--- src/rtl/mac_feeder_if.sv ---
// Bundles the mac_feeder command, operand stream, MAC drive and result
// signals. The slave modport is the feeder's view; the master modport is the
// view of the surrounding logic (operand source, MAC and result consumer).
interface mac_feeder_if #(
   parameter int LEN_W = 16
);
   logic                start;
   logic [LEN_W-1:0]    len;
   logic signed [15:0]  op_a;
   logic signed [15:0]  op_b;
   logic                op_valid;
   logic                op_ready;
   logic signed [15:0]  mac_a;
   logic signed [15:0]  mac_b;
   logic                mac_en;
   logic                mac_clr;
   logic signed [31:0]  mac_acc;
   logic signed [31:0]  res;
   logic                res_valid;
   logic                res_ready;
   logic                busy;

   modport slave (
      input  start, len, op_a, op_b, op_valid, mac_acc, res_ready,
      output op_ready, mac_a, mac_b, mac_en, mac_clr, res, res_valid, busy
   );

   modport master (
      output start, len, op_a, op_b, op_valid, mac_acc, res_ready,
      input  op_ready, mac_a, mac_b, mac_en, mac_clr, res, res_valid, busy
   );
endinterface

--- src/rtl/mac_feeder.sv ---
// mac_feeder: sequences one dot product through an external pipelined MAC.
// A start clears the MAC, streams len operand pairs into it (zero bubbles
// when the source stalls, enable held high so nothing is re-accumulated),
// waits out the MAC pipeline, captures the accumulator and holds it until
// the consumer takes it.
module mac_feeder #(
   parameter int LEN_W = 16,
   parameter int DRAIN = 4
) (
   input  logic        clk,
   input  logic        rst,
   mac_feeder_if.slave bus
);

   // Drain counter counts DRAIN-1 down to 0; the zero cycle is the capture cycle.
   localparam int                DCNT_W    = (DRAIN > 1) ? $clog2(DRAIN) : 1;
   localparam logic [DCNT_W-1:0] DCNT_LOAD = DCNT_W'(DRAIN - 1);
   localparam logic [DCNT_W-1:0] DCNT_ZERO = {DCNT_W{1'b0}};
   localparam logic [DCNT_W-1:0] DCNT_ONE  = DCNT_W'(1);
   localparam logic [LEN_W-1:0]  LEN_ZERO  = {LEN_W{1'b0}};
   localparam logic [LEN_W-1:0]  LEN_ONE   = LEN_W'(1);

   typedef enum logic [2:0] {
      ST_IDLE   = 3'd0,
      ST_CLEAR  = 3'd1,
      ST_STREAM = 3'd2,
      ST_DRAIN  = 3'd3,
      ST_DONE   = 3'd4
   } state_t;

   state_t             state_r;
   state_t             state_s;
   logic [LEN_W-1:0]   rem_r;
   logic [LEN_W-1:0]   rem_s;
   logic [DCNT_W-1:0]  dcnt_r;
   logic [DCNT_W-1:0]  dcnt_s;
   logic signed [31:0] res_r;
   logic signed [31:0] res_s;

   logic               op_ready_r;
   logic               op_ready_s;
   logic               mac_en_r;
   logic               mac_en_s;
   logic               mac_clr_r;
   logic               mac_clr_s;
   logic               res_valid_r;
   logic               res_valid_s;
   logic               busy_r;
   logic               busy_s;

   // An operand pair is consumed when the source offers it while we are ready.
   logic               take_s;
   assign take_s = op_ready_r & bus.op_valid;

   // Next-state, remaining-count, drain-count and result-capture logic.
   always_comb begin
      state_s = state_r;
      rem_s   = rem_r;
      dcnt_s  = dcnt_r;
      res_s   = res_r;
      case (state_r)
         ST_IDLE: begin
            if (bus.start) begin
               rem_s   = bus.len;
               state_s = ST_CLEAR;
            end else begin
               state_s = ST_IDLE;
            end
         end
         ST_CLEAR: begin
            if (rem_r != LEN_ZERO) begin
               state_s = ST_STREAM;
            end else begin
               state_s = ST_DRAIN;
               dcnt_s  = DCNT_LOAD;
            end
         end
         ST_STREAM: begin
            if (take_s) begin
               rem_s = rem_r - LEN_ONE;
               if (rem_r == LEN_ONE) begin
                  state_s = ST_DRAIN;
                  dcnt_s  = DCNT_LOAD;
               end else begin
                  state_s = ST_STREAM;
               end
            end else begin
               state_s = ST_STREAM;
            end
         end
         ST_DRAIN: begin
            if (dcnt_r == DCNT_ZERO) begin
               res_s   = bus.mac_acc;
               state_s = ST_DONE;
            end else begin
               dcnt_s  = dcnt_r - DCNT_ONE;
               state_s = ST_DRAIN;
            end
         end
         ST_DONE: begin
            if (bus.res_ready) begin
               state_s = ST_IDLE;
            end else begin
               state_s = ST_DONE;
            end
         end
         default: begin
            state_s = ST_IDLE;
         end
      endcase
   end

   // Output decode from the upcoming state so the registered outputs line up
   // with the state they describe.
   always_comb begin
      op_ready_s  = 1'b0;
      mac_en_s    = 1'b0;
      mac_clr_s   = 1'b0;
      res_valid_s = 1'b0;
      case (state_s)
         ST_IDLE: begin
            op_ready_s = 1'b0;
         end
         ST_CLEAR: begin
            mac_clr_s = 1'b1;
         end
         ST_STREAM: begin
            op_ready_s = 1'b1;
            mac_en_s   = 1'b1;
         end
         ST_DRAIN: begin
            mac_en_s = 1'b1;
         end
         ST_DONE: begin
            res_valid_s = 1'b1;
         end
         default: begin
            op_ready_s = 1'b0;
         end
      endcase
      busy_s = (state_s != ST_IDLE);
   end

   // State, counters, captured result and registered outputs.
   always_ff @(posedge clk or negedge rst) begin
      if (!rst) begin
         state_r     <= ST_IDLE;
         rem_r       <= LEN_ZERO;
         dcnt_r      <= DCNT_ZERO;
         res_r       <= 32'sd0;
         op_ready_r  <= 1'b0;
         mac_en_r    <= 1'b0;
         mac_clr_r   <= 1'b0;
         res_valid_r <= 1'b0;
         busy_r      <= 1'b0;
      end else begin
         state_r     <= state_s;
         rem_r       <= rem_s;
         dcnt_r      <= dcnt_s;
         res_r       <= res_s;
         op_ready_r  <= op_ready_s;
         mac_en_r    <= mac_en_s;
         mac_clr_r   <= mac_clr_s;
         res_valid_r <= res_valid_s;
         busy_r      <= busy_s;
      end
   end

   // The MAC registers its operands, so passing the live pair (or a zero
   // bubble) straight through is safe; outside STREAM op_ready_r is low and
   // the MAC sees zeros.
   assign bus.mac_a     = take_s ? bus.op_a : 16'sd0;
   assign bus.mac_b     = take_s ? bus.op_b : 16'sd0;
   assign bus.op_ready  = op_ready_r;
   assign bus.mac_en    = mac_en_r;
   assign bus.mac_clr   = mac_clr_r;
   assign bus.res       = res_r;
   assign bus.res_valid = res_valid_r;
   assign bus.busy      = busy_r;

endmodule

--- src/flat_wrapper.sv ---
// flat-port wrapper written by rule: the top's interface ports become plain ports
module mac_feeder_flat 
#(
   parameter int LEN_W = 16,
   parameter int DRAIN = 4
)
  (clk, rst, bus_start, bus_len, bus_op_a, bus_op_b, bus_op_valid, bus_mac_acc, bus_res_ready, bus_op_ready, bus_mac_a, bus_mac_b, bus_mac_en, bus_mac_clr, bus_res, bus_res_valid, bus_busy);
  mac_feeder_if #(.LEN_W(LEN_W)) bus_i ();
  input  logic clk;
  input  logic rst;
  input wire logic [$bits(bus_i.start)-1:0] bus_start;
  input wire logic [$bits(bus_i.len)-1:0] bus_len;
  input wire logic [$bits(bus_i.op_a)-1:0] bus_op_a;
  input wire logic [$bits(bus_i.op_b)-1:0] bus_op_b;
  input wire logic [$bits(bus_i.op_valid)-1:0] bus_op_valid;
  input wire logic [$bits(bus_i.mac_acc)-1:0] bus_mac_acc;
  input wire logic [$bits(bus_i.res_ready)-1:0] bus_res_ready;
  output wire logic [$bits(bus_i.op_ready)-1:0] bus_op_ready;
  output wire logic [$bits(bus_i.mac_a)-1:0] bus_mac_a;
  output wire logic [$bits(bus_i.mac_b)-1:0] bus_mac_b;
  output wire logic [$bits(bus_i.mac_en)-1:0] bus_mac_en;
  output wire logic [$bits(bus_i.mac_clr)-1:0] bus_mac_clr;
  output wire logic [$bits(bus_i.res)-1:0] bus_res;
  output wire logic [$bits(bus_i.res_valid)-1:0] bus_res_valid;
  output wire logic [$bits(bus_i.busy)-1:0] bus_busy;
  assign bus_i.start = bus_start;
  assign bus_i.len = bus_len;
  assign bus_i.op_a = bus_op_a;
  assign bus_i.op_b = bus_op_b;
  assign bus_i.op_valid = bus_op_valid;
  assign bus_i.mac_acc = bus_mac_acc;
  assign bus_i.res_ready = bus_res_ready;
  assign bus_op_ready = bus_i.op_ready;
  assign bus_mac_a = bus_i.mac_a;
  assign bus_mac_b = bus_i.mac_b;
  assign bus_mac_en = bus_i.mac_en;
  assign bus_mac_clr = bus_i.mac_clr;
  assign bus_res = bus_i.res;
  assign bus_res_valid = bus_i.res_valid;
  assign bus_busy = bus_i.busy;
  mac_feeder #(.LEN_W(LEN_W), .DRAIN(DRAIN)) u_core (.clk(clk), .rst(rst), .bus(bus_i));
endmodule
--- config.mk ---
export PLATFORM = sky130hd
export DESIGN_NAME = mac_feeder_flat
export DESIGN_NICKNAME = d
export VERILOG_FILES = /design/src/rtl/mac_feeder_if.sv /design/src/rtl/mac_feeder.sv /design/src/flat_wrapper.sv
export SDC_FILE = /design/constraint.sdc
export NUM_CORES = 1
export LEC_CHECK = 0
export ABC_AREA = 1
export CAP_MARGIN = 10
export CORE_MARGIN = 2
export CORE_UTILIZATION = 46
export CTS_BUF_LIST = sky130_fd_sc_hd__clkbuf_4 sky130_fd_sc_hd__clkbuf_8
export DETAILED_ROUTE_END_ITERATION = 10
export GPL_TIMING_DRIVEN = 0
export PLACE_DENSITY = 0.89
export SYNTH_ARGS = -nofsm -noshare
export SYNTH_HDL_FRONTEND = slang
export SYNTH_SLANG_ARGS = --single-unit
--- constraint.sdc ---
create_clock -name clk -period 3.9 [get_ports clk]
set_input_delay 1.17 -clock clk [delete_from_list [all_inputs] [get_ports clk]]
set_output_delay 1.17 -clock clk [all_outputs]
set_load 0.05 [all_outputs]
[Yosys cells after proc, flatten, opt, wreduce, memory -nomap -nowiden]
Cells that the tools add are included.
Storage, ports and cells
  register bits after elaboration: 58
  output and inout port bits: 69
  word-level logic and storage cells: 57
Operators by class
  add/sub/neg operators: 2
  eq/ne operators: 14
  muxes and demuxes: 21
  bitwise gates (word level): 1
  reductions and logical operators: 10
Operators by type and width (number)
  two-way mux 16 bit: 4
  one-hot mux 16 bit (2 select lines): 1
  == test 16 x 1 -> 1 bit (second input constant): 1
  nonzero test 16 bit: 1
  subtractor 16 x 1 -> 16 bit (second input constant): 1
  one-hot mux 3 bit (5 select lines): 1
  == test 3 x 2 -> 1 bit (second input constant): 4
  two-way mux 1 bit: 8
  two-way mux 2 bit: 4
  == test 3 x 1 -> 1 bit (second input constant): 2
  == test 3 bit (second input constant): 2
  two-way mux 3 bit: 2
  inequality test 2 bit (second input constant): 3
  one-hot mux 2 bit (3 select lines): 1
  nonzero test 3 bit: 2
  AND reduction 5 bit: 1
  inequality test 2 x 1 -> 1 bit (second input constant): 2
  logical NOT 3 bit: 1
  AND reduction 3 bit: 1
  logical NOT 2 bit: 1
  AND reduction 2 bit: 1
  nonzero test 2 bit: 1
  OR reduction 2 bit: 1
  subtractor 2 x 1 -> 2 bit (second input constant): 1
  AND 1 bit: 1

[Longest topological paths before layout]
  word-level depth: 7
  depth in mapped cells: 10
  gate-level depth less buffers: 9

[Worst setup path before layout]
No wires, ideal clock.
  kind: input to output
  start point: input bus_op_valid
  end point: output bus_mac_a[0]
  data arrival time: 2.154 ns
  path slack: 0.576 ns
  cell stages on the path: 3
  path buffers: 1
  cells stage by stage: nand2_1 > clkbuf_1 > nor2_1
On the way
  word-level cells in the longest chain between the ends: 2
RTL lines
  from (decl): line flat_wrapper.sv:15  | input wire logic [$bits(bus_i.op_valid)-1:0] bus_op_valid;
  AND 1 bit: line mac_feeder.sv:53  | assign take_s = op_ready_r & bus.op_valid;
  two-way mux 16 bit: line mac_feeder.sv:172  | assign bus.mac_a = take_s ? bus.op_a : 16'sd0;
  to (decl): line flat_wrapper.sv:19  | output wire logic [$bits(bus_i.mac_a)-1:0] bus_mac_a;
Every way passes these cells.

[Final worst setup path]
  start point: input bus_op_valid
  end point: output bus_mac_b[9]
On the way
  word-level cells in the longest chain between the ends: 2
RTL lines
  AND 1 bit: line mac_feeder.sv:53
  two-way mux 16 bit: line mac_feeder.sv:173  | assign bus.mac_b = take_s ? bus.op_b : 16'sd0;
  to (decl): line flat_wrapper.sv:20  | output wire logic [$bits(bus_i.mac_b)-1:0] bus_mac_b;
Every way passes these cells.

==> results.json <==
{
  "cts_tree": "done",
  "period_minus_slack_ns": 3.83,
  "fp.coreArea_um2": 6790,
  "synth_ff_type": "dfrtp_1",
  "h-tree-depth": 3,
  "antenna_cells": 0,
  "crit_slowest_cell": "clkdlybuf4s50_1",
  "path_buf_inv": 3,
  "hold_start": "u_core.bus.res[7]",
  "synth_edf_count": 0,
  "grt_pass1_wl_mm": 14.9,
  "worstPathArrival_ns": 2.66,
  "p_leak_nw": 2.54,
  "finalMaxSlewViolations": 0,
  "setup.worst_path.start": "bus_op_valid",
  "fmax_ghz": 0.261,
  "cp_top_family": "buffers and inverters",
  "path_max_fanout": 10,
  "vias": 3235,
  "grt_pass1_vias": 3118,
  "cellPowerDensity_nw_per_um2": 835,
  "ys_seq_area_share_pct": 44.9,
  "final_core_util_pct": 75.9,
  "cts_buffers": 9,
  "status": "finished clean",
  "holdBufCountCts": 0,
  "timing.final.crit_share_pct": 98.2,
  "maxCapViolations": 0,
  "nFillCells": 456,
  "cts_buffer_depth": 2,
  "post-cts-setup-buffers": 0,
  "viasPerCell": 4.95,
  "num_io_pins": 154,
  "wl_mm": 9.82,
  "overflow": 0,
  "dp.cells": 638,
  "fin_skew_ns": 0.00640,
  "hold_class": "reg2reg",
  "yosys_warnings": 0,
  "fp.dieH_um": 87.8,
  "drt_iter0_markers": 243,
  "path_clk_slew_ns": 0.07,
  "peakVddDrop_uv": 679,
  "dr.pass1.iters": 5,
  "post_dp_cell_area_um2": 4900,
  "tightest_slew_ns": 0.543,
  "cts_root_buf": "clkbuf_8",
  "synthCells": 388,
  "endpoint_kind": "output pin",
  "port_buffers": 153,
  "rsz0062_at_grt": "no",
  "multi_input_area_um2": 1480,
  "crit_required_ns": 2.73,
  "areaGrowthSynthToFinish_pct": 59.4,
  "regArea_um2": 1450,
  "ys_ff_latch": 58,
  "synth_async_sr_flop_share_pct": 100,
  "fp.dieW_um": 87.8,
  "start_kind": "input pin",
  "syn_avg_cell_area_um2": 8.33,
  "final_cells": 654,
  "synth_area_um2": 3230,
  "wire_per_inst_um": 15.0,
  "nNetsFinal": 642,
  "synth_cell_types": 25,
  "hpwl_mm": 7.36,
  "gp_congestion": 0.967,
  "final_area_um2": 5150,
  "synth_nets": 477,
  "final_antenna_net_count": 0,
  "r2r-start": "u_core.rem_r[3]",
  "rows": 30,
  "grt_use_total_pct": 25.1,
  "die_area_um2": 7710,
  "drc": 0,
  "path_cells": "clkdlybuf4s50_1 > nand2_1 > clkbuf_1 > nor2_1 > clkdlybuf4s15_2",
  "hold_viol": 0,
  "grt_max_degree": 40,
  "criticalPathCategory": "in2out",
  "setup_violations": 0,
  "critPathMaxStageDelay_ns": 0.50,
  "antenna_found_initial": 0,
  "initial_core_util_pct": 47.6,
  "clock_latency_ns": 0.34,
  "whs_ns": 0.512,
  "cts_sinks": 58,
  "max_slew_margin_pct": 63.7,
  "drive_gt1_share_pct": 18.1
}
==> flip-flops by register name (all words and copies together) (netlist names) <==
name                  cells
u_core.state_r            3
u_core.bus.res_valid      1
u_core.dcnt_r             2
u_core.bus.op_ready       1
u_core.rem_r             16
u_core.bus.busy           1
u_core.bus.mac_clr        1
u_core.bus.res           32
u_core.bus.mac_en         1
==> per-stage QoR <==
stage,total power [mW],TNS [ns],setup slack [ns]
after floorplan,2.81,0,0.576
after global routing,4.52,0,0.000745
final,4.30,0,0.0709
after CTS,4.30,0,0.0486
after detailed placement,3.66,-10.62,-0.403
after global placement,3.58,-17.35,-0.361
==> area by class of cell <==
cell class / count / area share [%]
plain buffers: 11 / 1.63
clock buffers: 9 / 2.40
clock inverters: 7 / 1.99
inverters: 59 / 4.32
multi-input cells: 260 / 28.6
flip-flops and latches: 58 / 28.2
well taps: 96 / 2.33
repair buffers: 154 / 30.5
==> synth_stat cells, types with 2 or more instances <==
master / number / area share, %
nand2_1: 85 / 9.9
nor2_1: 80 / 9.3
dfrtp_1: 58 / 45
inv_1: 56 / 6.5
mux2_4: 26 / 12
o21ai_0: 17 / 2.6
nand3_1: 15 / 2.3
mux2_2: 6 / 2.1
nand4_1: 6 / 1.2
buf_6: 5 / 1.7
nand3b_1: 5 / 1.2
ha_1: 4 / 1.5
a21oi_1: 3 / 0.46
buf_2: 3 / 0.46
clkbuf_1: 3 / 0.35
nand2_4: 3 / 1.0
inv_2: 2 / 0.23
nor2_2: 2 / 0.39
nor3_1: 2 / 0.31
or2_2: 2 / 0.39
==> power breakdown <==
part,switching [mW],internal (mW)
clock network,0.269,0.365
logic,1.62,0.933
registers,0.223,0.898
==> cell families after synthesis <==
kind of cell	after synthesis	share of synthesized area [%]
adders and majority gates	4	1.55
DFF	58	44.9
buffers and inverters	70	9.44
and+or+nand+nor	202	26.5
AOI/OAI and AO/OA	22	3.48
muxes	32	14.2
==> layout by cell type (no fill, tap or decap), types with 4 or more instances in the layout <==
| cell | n |
|---|---|
| buf_2 | 5 |
| buf_6 | 5 |
| clkbuf_8 | 9 |
| clkdlybuf4s15_2 | 28 |
| clkdlybuf4s50_1 | 120 |
| dfrtp_1 | 58 |
| ha_1 | 4 |
| inv_1 | 56 |
| mux2_2 | 6 |
| mux2_4 | 26 |
| nand2_1 | 85 |
| nand3_1 | 15 |
| nand3b_1 | 5 |
| nand4_1 | 6 |
| nor2_1 | 80 |
| o21ai_0 | 17 |
==> worst reg2reg max path, cell delays in order (launching register included) <==
cell and delay (ns):
dfrtp_1 0.45, nor2_1 0.23, nand2_1 0.16, nor2_1 0.22
nand2_1 0.11, nand2_1 0.08, nand2_1 0.04, o21ai_0 0.15
nand2_1 0.06
==> repair_timing <==
item                       4_1_cts  5_1_grt
gates resized for setup         92        5
hold endpoints to repair         0        0
setup endpoints to repair       32        2
==> final timing paths <==
check / end / slack (ns) / depth (start not counted)
hold reg to reg: u_core.bus.res[7] / 0.51 / 1
hold / removal: u_core.bus.res[7] / 0.51 / 1
setup / recovery: bus_mac_b[9] / 0.07 / 5
min in group asynchronous: u_core.bus.res[30] / 0.77 / 1
setup reg to reg: u_core.rem_r[12] / 2.29 / 8
max in group asynchronous: u_core.bus.busy / 2.56 / 2
==> per-layer routing <==
layer / up-vias / part of all wire, % / GRT usage [%] / routed length (um)
met4: 0 / 2.7 / 10.6 / 268
met3: 26 / 8.8 / 5.56 / 864
met1: 1506 / 35 / 27.2 / 3470
met2: 170 / 53 / 46.9 / 5220
li1: 1533 / - / - / -
met5: - / 0 / 0 / 0
No activity file was read; power rests on OpenSTA's default activity.
==> RTL change 1: new RTL, same flow settings <==
Make the reset (`rst`) synchronous in one clocked block.
--- a/src/rtl/mac_feeder.sv
+++ b/src/rtl/mac_feeder.sv
@@ -142,7 +142,7 @@
    end
 
    // State, counters, captured result and registered outputs.
-   always_ff @(posedge clk or negedge rst) begin
+   always_ff @(posedge clk) begin
       if (!rst) begin
          state_r     <= ST_IDLE;
          rem_r       <= LEN_ZERO;
Check against the original RTL: differs if rst is asserted again (counterexample within 4 cycles, from zero or initial values and one cycle with rst low); with rst held inactive, the same outputs for 10 cycles.
==> RTL change 1 against the unedited design <==
Wire length is 8.2% lower. Cell count is 6.1% higher. Die area is 8.0% lower. Synthesized area is 8.4% lower. Sequential cell count stayed put. Setup slack better by 0.033 ns. Count of clock-buffer cells in the layout stayed put. First-iteration DRC count is 45% lower. Synthesized cell count is 16% higher. Global-route usage is 0.071 points higher. Non-clock buffer count is 8 higher. Final area is 7.9% lower.
Power is not compared: it rests on default switching activity, and its combinational part moved more than twofold at a synthesized area within 25%.
==> RTL change 1: results (changes against the unedited design) <==
post-synthesis area per instance 6.60 um2 (-21%); area of the multi-input gates 1480 um2 (+0.34%); WHS Path Cells 2 (+1); tapcell count 77 (-20%); Worst path slowest cell clkdlybuf4s50_1; Inst Count DP 679 (+6.4%); met2 wire length 4.29 mm (-18%); met2 usage 0.445 (-0.0238); clk cell area share 0.0406 (-0.00335); Metal-1 WL 3.72 mm (+7.2%); Synth top cells by count 132 x nor2_1, 66 x nand2_1, 58 x dfxtp_1; register share of the cell area 0.245 (-0.0370); Worst Clk Skew 0.0104 ns (+0.00397 ns); Vias/cell 4.86 (-1.7%); Tot GR Track Use 0.252 (+0.000713); pre-CTS setup slack -0.330 ns (+0.0732 ns); Distinct cells, synth 36 (+44%); worst path arrival time 2.63 ns (-0.03 ns); Hold WS 0.504 ns (-0.00789 ns); P&R area growth vs syn 60.3%; cell family with most CP delay buffers and inverters; met1 Resource Use GR 0.283 (+0.0111); routing usage on met3 0.0924 (+0.0368); Synth Net Count 538 (+13%); DR iter-0 viols 134 (-45%); Routed WL 9.02 mm (-8.2%); worst vdd ir about 0.33 mV; Met3 Wirelength 882 um (+2.1%); CP peak stage delay 0.46 ns (-0.04 ns); WL per Instance 13.0 um (-13%); hpwl dp 6.85 mm (-6.9%); ranking of synthesized cells by area dfxtp_1 39%, nor2_1 17%, nand2_1 8.4%, inv_1 6.8%, o21ai_0 6.1%; Final non-clock buffer share 0.338 (+0.0159); r2r endpoint u_core.rem_r[6]; first-pass GRT wire length 14.8 mm (-0.60%); r2r worst-path depth 9 (+1); filler cell count 476 (+4.4%); layout cells sized above 1 0.126 (-0.0546); status completed; reg2reg start u_core.rem_r[0]; flops & latches, synth 58 (unchanged); largest net degree at the start of global routing 12 (-70%); Non-CTS buffers 173 (+4.8%); Placer Congestion 0.957 (-1.1%); #MultiIn Comb 314 (+21%); end point of the worst hold path u_core.bus.res[0]; Seq/Total Area, Yosys 0.392 (-0.0569); relative slew slack 0.628 (-0.00918)
RTL change 1: cell count changes after synthesis, sizes merged, moves of 3 or more:
cell,delta
mux2,-32
nand2,-22
a21oi,+13
dfxtp,+58
nor2,+52
nand3,+10
o21a,+4
clkbuf,+7
dfrtp,-58
nand4,-3
o21ai,+25
RTL change 1: worst register-to-register path, cell delays in order (launching register included):
cell and delay [ns]:
dfxtp_1 0.34, inv_1 0.13, ha_1 0.21, inv_1 0.05
nor2_1 0.17, nand2_1 0.13, o21ai_0 0.21, nand3_1 0.12
nand3_2 0.09, a21oi_2 0.05
RTL change 1: kinds of logic after synthesis:
logic type	synth area share
AND/OR/NAND/NOR	0.342
XOR/XNOR	0.00592
adder cells (fa/ha/maj)	0.0169
AO/OA/AOI/OAI	0.135
flip-flops	0.392
buffers and inverters	0.108
==> RTL change 2: new RTL, same settings <==
Without the edit above. `LEN_W` is set to 16 in 3 places; all go to 8.
--- a/src/rtl/mac_feeder_if.sv
+++ b/src/rtl/mac_feeder_if.sv
@@ -2,7 +2,7 @@
 // signals. The slave modport is the feeder's view; the master modport is the
 // view of the surrounding logic (operand source, MAC and result consumer).
 interface mac_feeder_if #(
-   parameter int LEN_W = 16
+   parameter int LEN_W = 8
 );
    logic                start;
    logic [LEN_W-1:0]    len;
--- a/src/rtl/mac_feeder.sv
+++ b/src/rtl/mac_feeder.sv
@@ -4,7 +4,7 @@
 // waits out the MAC pipeline, captures the accumulator and holds it until
 // the consumer takes it.
 module mac_feeder #(
-   parameter int LEN_W = 16,
+   parameter int LEN_W = 8,
    parameter int DRAIN = 4
 ) (
    input  logic        clk,
--- a/src/flat_wrapper.sv
+++ b/src/flat_wrapper.sv
@@ -1,7 +1,7 @@
 // flat-port wrapper written by rule: the top's interface ports become plain ports
 module mac_feeder_flat 
 #(
-   parameter int LEN_W = 16,
+   parameter int LEN_W = 8,
    parameter int DRAIN = 4
 )
   (clk, rst, bus_start, bus_len, bus_op_a, bus_op_b, bus_op_valid, bus_mac_acc, bus_res_ready, bus_op_ready, bus_mac_a, bus_mac_b, bus_mac_en, bus_mac_clr, bus_res, bus_res_valid, bus_busy);
Interface: changed (resized bus_len); port bits go from 154 to 146. No check against the original RTL was run, so the function may have changed too.
==> RTL change 2 against the unedited design <==
Sequential power decreased by 18%. Register-to-register slack improved by 0.16 ns. Total power decreased by 21%. Highest routed layer unchanged. Clock skew increased by 0.0022 ns. Global-route usage decreased by 2.3 points. Critical endpoint is now bus_mac_a[8]. Sequential share of layout area increased by 2.6 points. Die area decreased by 21%. Sequential cell count decreased by 8. Combinational power decreased by 18%. Maximum frequency increased by 0.80%. Setup slack improved by 0.031 ns. Wire length decreased by 28%. Synthesized area decreased by 22%. Final area decreased by 21%.
==> RTL change 2: results (changes against the unedited design) <==
Synth Net Count 431 (-9.6%); Layout Nets 584 (-9.0%); Seq/Total Area, Yosys 0.494 (+0.0447); Placer Congestion 0.848 (-12%); worst path arrival time 2.63 ns (-0.03 ns); Leakage Power 2.17 nW (-14%); ranking of synthesized cells by area dfrtp_1 49%, nand2_1 20%, nor2_1 8.1%, inv_1 7.6%, nand3_1 3.4%; Met3 Wirelength 684 um (-21%); Metal-1 WL 2.64 mm (-24%); vias in the first global route 2,618 (-16%); worst vdd ir 0.572 mV (-16%); status completed; WL per Instance 12.3 um (-18%); largest net degree at the start of global routing 38 (-5.0%); CP peak stage delay 0.53 ns (+0.03 ns); Distinct cells, synth 22 (-12%); hpwl dp 5.51 mm (-25%); layout cells sized above 1 0.115 (-0.0659); Worst Tran Pin Value 0.543 ns (+0.0000564 ns); met2 wire length 3.54 mm (-32%); drt pass-1 iters 4 (-1); DR iter-0 viols 169 (-30%); Worst path slowest cell dlygate4sd2_1; vias post-DR 2,729 (-16%); Post-DP Area 4090 um2 (-16%); Worst Clk Skew 0.00858 ns (+0.00218 ns); clk slew on worst S/H paths 0.10 ns (+0.03 ns); first-pass GRT wire length 11.3 mm (-24%); Port Buffers 145 (-5.2%)
RTL change 2: changes by cell type after synthesis, sizes merged, moves of 2 or more:
| cell | delta |
|---|---|
| nor3 | -2 |
| dfrtp | -8 |
| nor2 | -26 |
| a21oi | -2 |
| nand3b | -5 |
| nand3 | +2 |
| mux2 | -32 |
| nand2 | +50 |
| o21ai | -8 |
| inv | -3 |
| nand4 | -2 |
RTL change 2: critical path: cells and delay by family:
kind	cells	cell delay, ns
buffers and inverters	3	1.23
AND/OR/NAND/NOR	2	0.23
RTL change 2: final cells by class:
| class | count | area [um2] |
|---|---|---|
| fillers | 415 | 1340 |
| repair buffers | 146 | 1330 |
| flip-flops and latches | 50 | 1250 |
| multi-input cells | 235 | 1000 |
| inverters | 55 | 211 |
| well taps | 72 | 90.1 |
| clock buffers | 5 | 68.8 |
| plain buffers | 10 | 68.8 |
| clock inverters | 3 | 43.8 |
RTL change 2: path summary, 6_finish.rpt:
path | slack [ns] | cells past startpoint | endpoint | start
setup / recovery | 0.10 | 5 | bus_mac_a[8] | bus_op_valid
setup reg to reg | 2.45 | 9 | u_core.rem_r[6] | u_core.rem_r[0]
max in group asynchronous | 2.65 | 2 | u_core.state_r[2] | rst
min in group asynchronous | 0.76 | 1 | u_core.dcnt_r[1] | rst
hold / removal | 0.49 | 2 | u_core.bus.res[9] | u_core.bus.res[9]
hold reg to reg | 0.49 | 2 | u_core.bus.res[9] | u_core.bus.res[9]
RTL change 2: per-layer routing:
layer  vias to the layer above  global-route usage
met3                        17              0.0747
met5                         -                   0
li1                       1340                   -
met2                       128               0.422
met4                         0              0.0930
met1                      1244               0.237
RTL change 2: per-stage QoR:
stage | cells | TNS (ns)
after floorplan | 350 | 0
after global placement | 567 | -7.39
after detailed placement | 568 | -7.65
after CTS | 576 | 0
after global routing | 576 | -0.00724
final | 576 | 0
RTL change 2: cells by family after synthesis:
family	share of synthesized area
AND/OR/NAND/NOR	0.349
buffers and inverters	0.110
flip-flops	0.494
AO/OA/AOI/OAI	0.0276
adder cells (fa/ha/maj)	0.0197
RTL change 2: what timing repair did:
action                                  CTS  global route
pin swaps                                 0             0
hold buffers                              0             0
endpoints found under the setup margin   30            32
gates resized for setup                  32            59
RTL change 2: where the power goes:
| group | total (mW) | switching (mW) | internal, mW |
|---|---|---|---|
| Sequential | 0.923 | 0.157 | 0.767 |
| Clock | 0.368 | 0.176 | 0.192 |
| Combinational | 2.09 | 1.43 | 0.662 |
| Total | 3.38 | 1.76 | 1.62 |
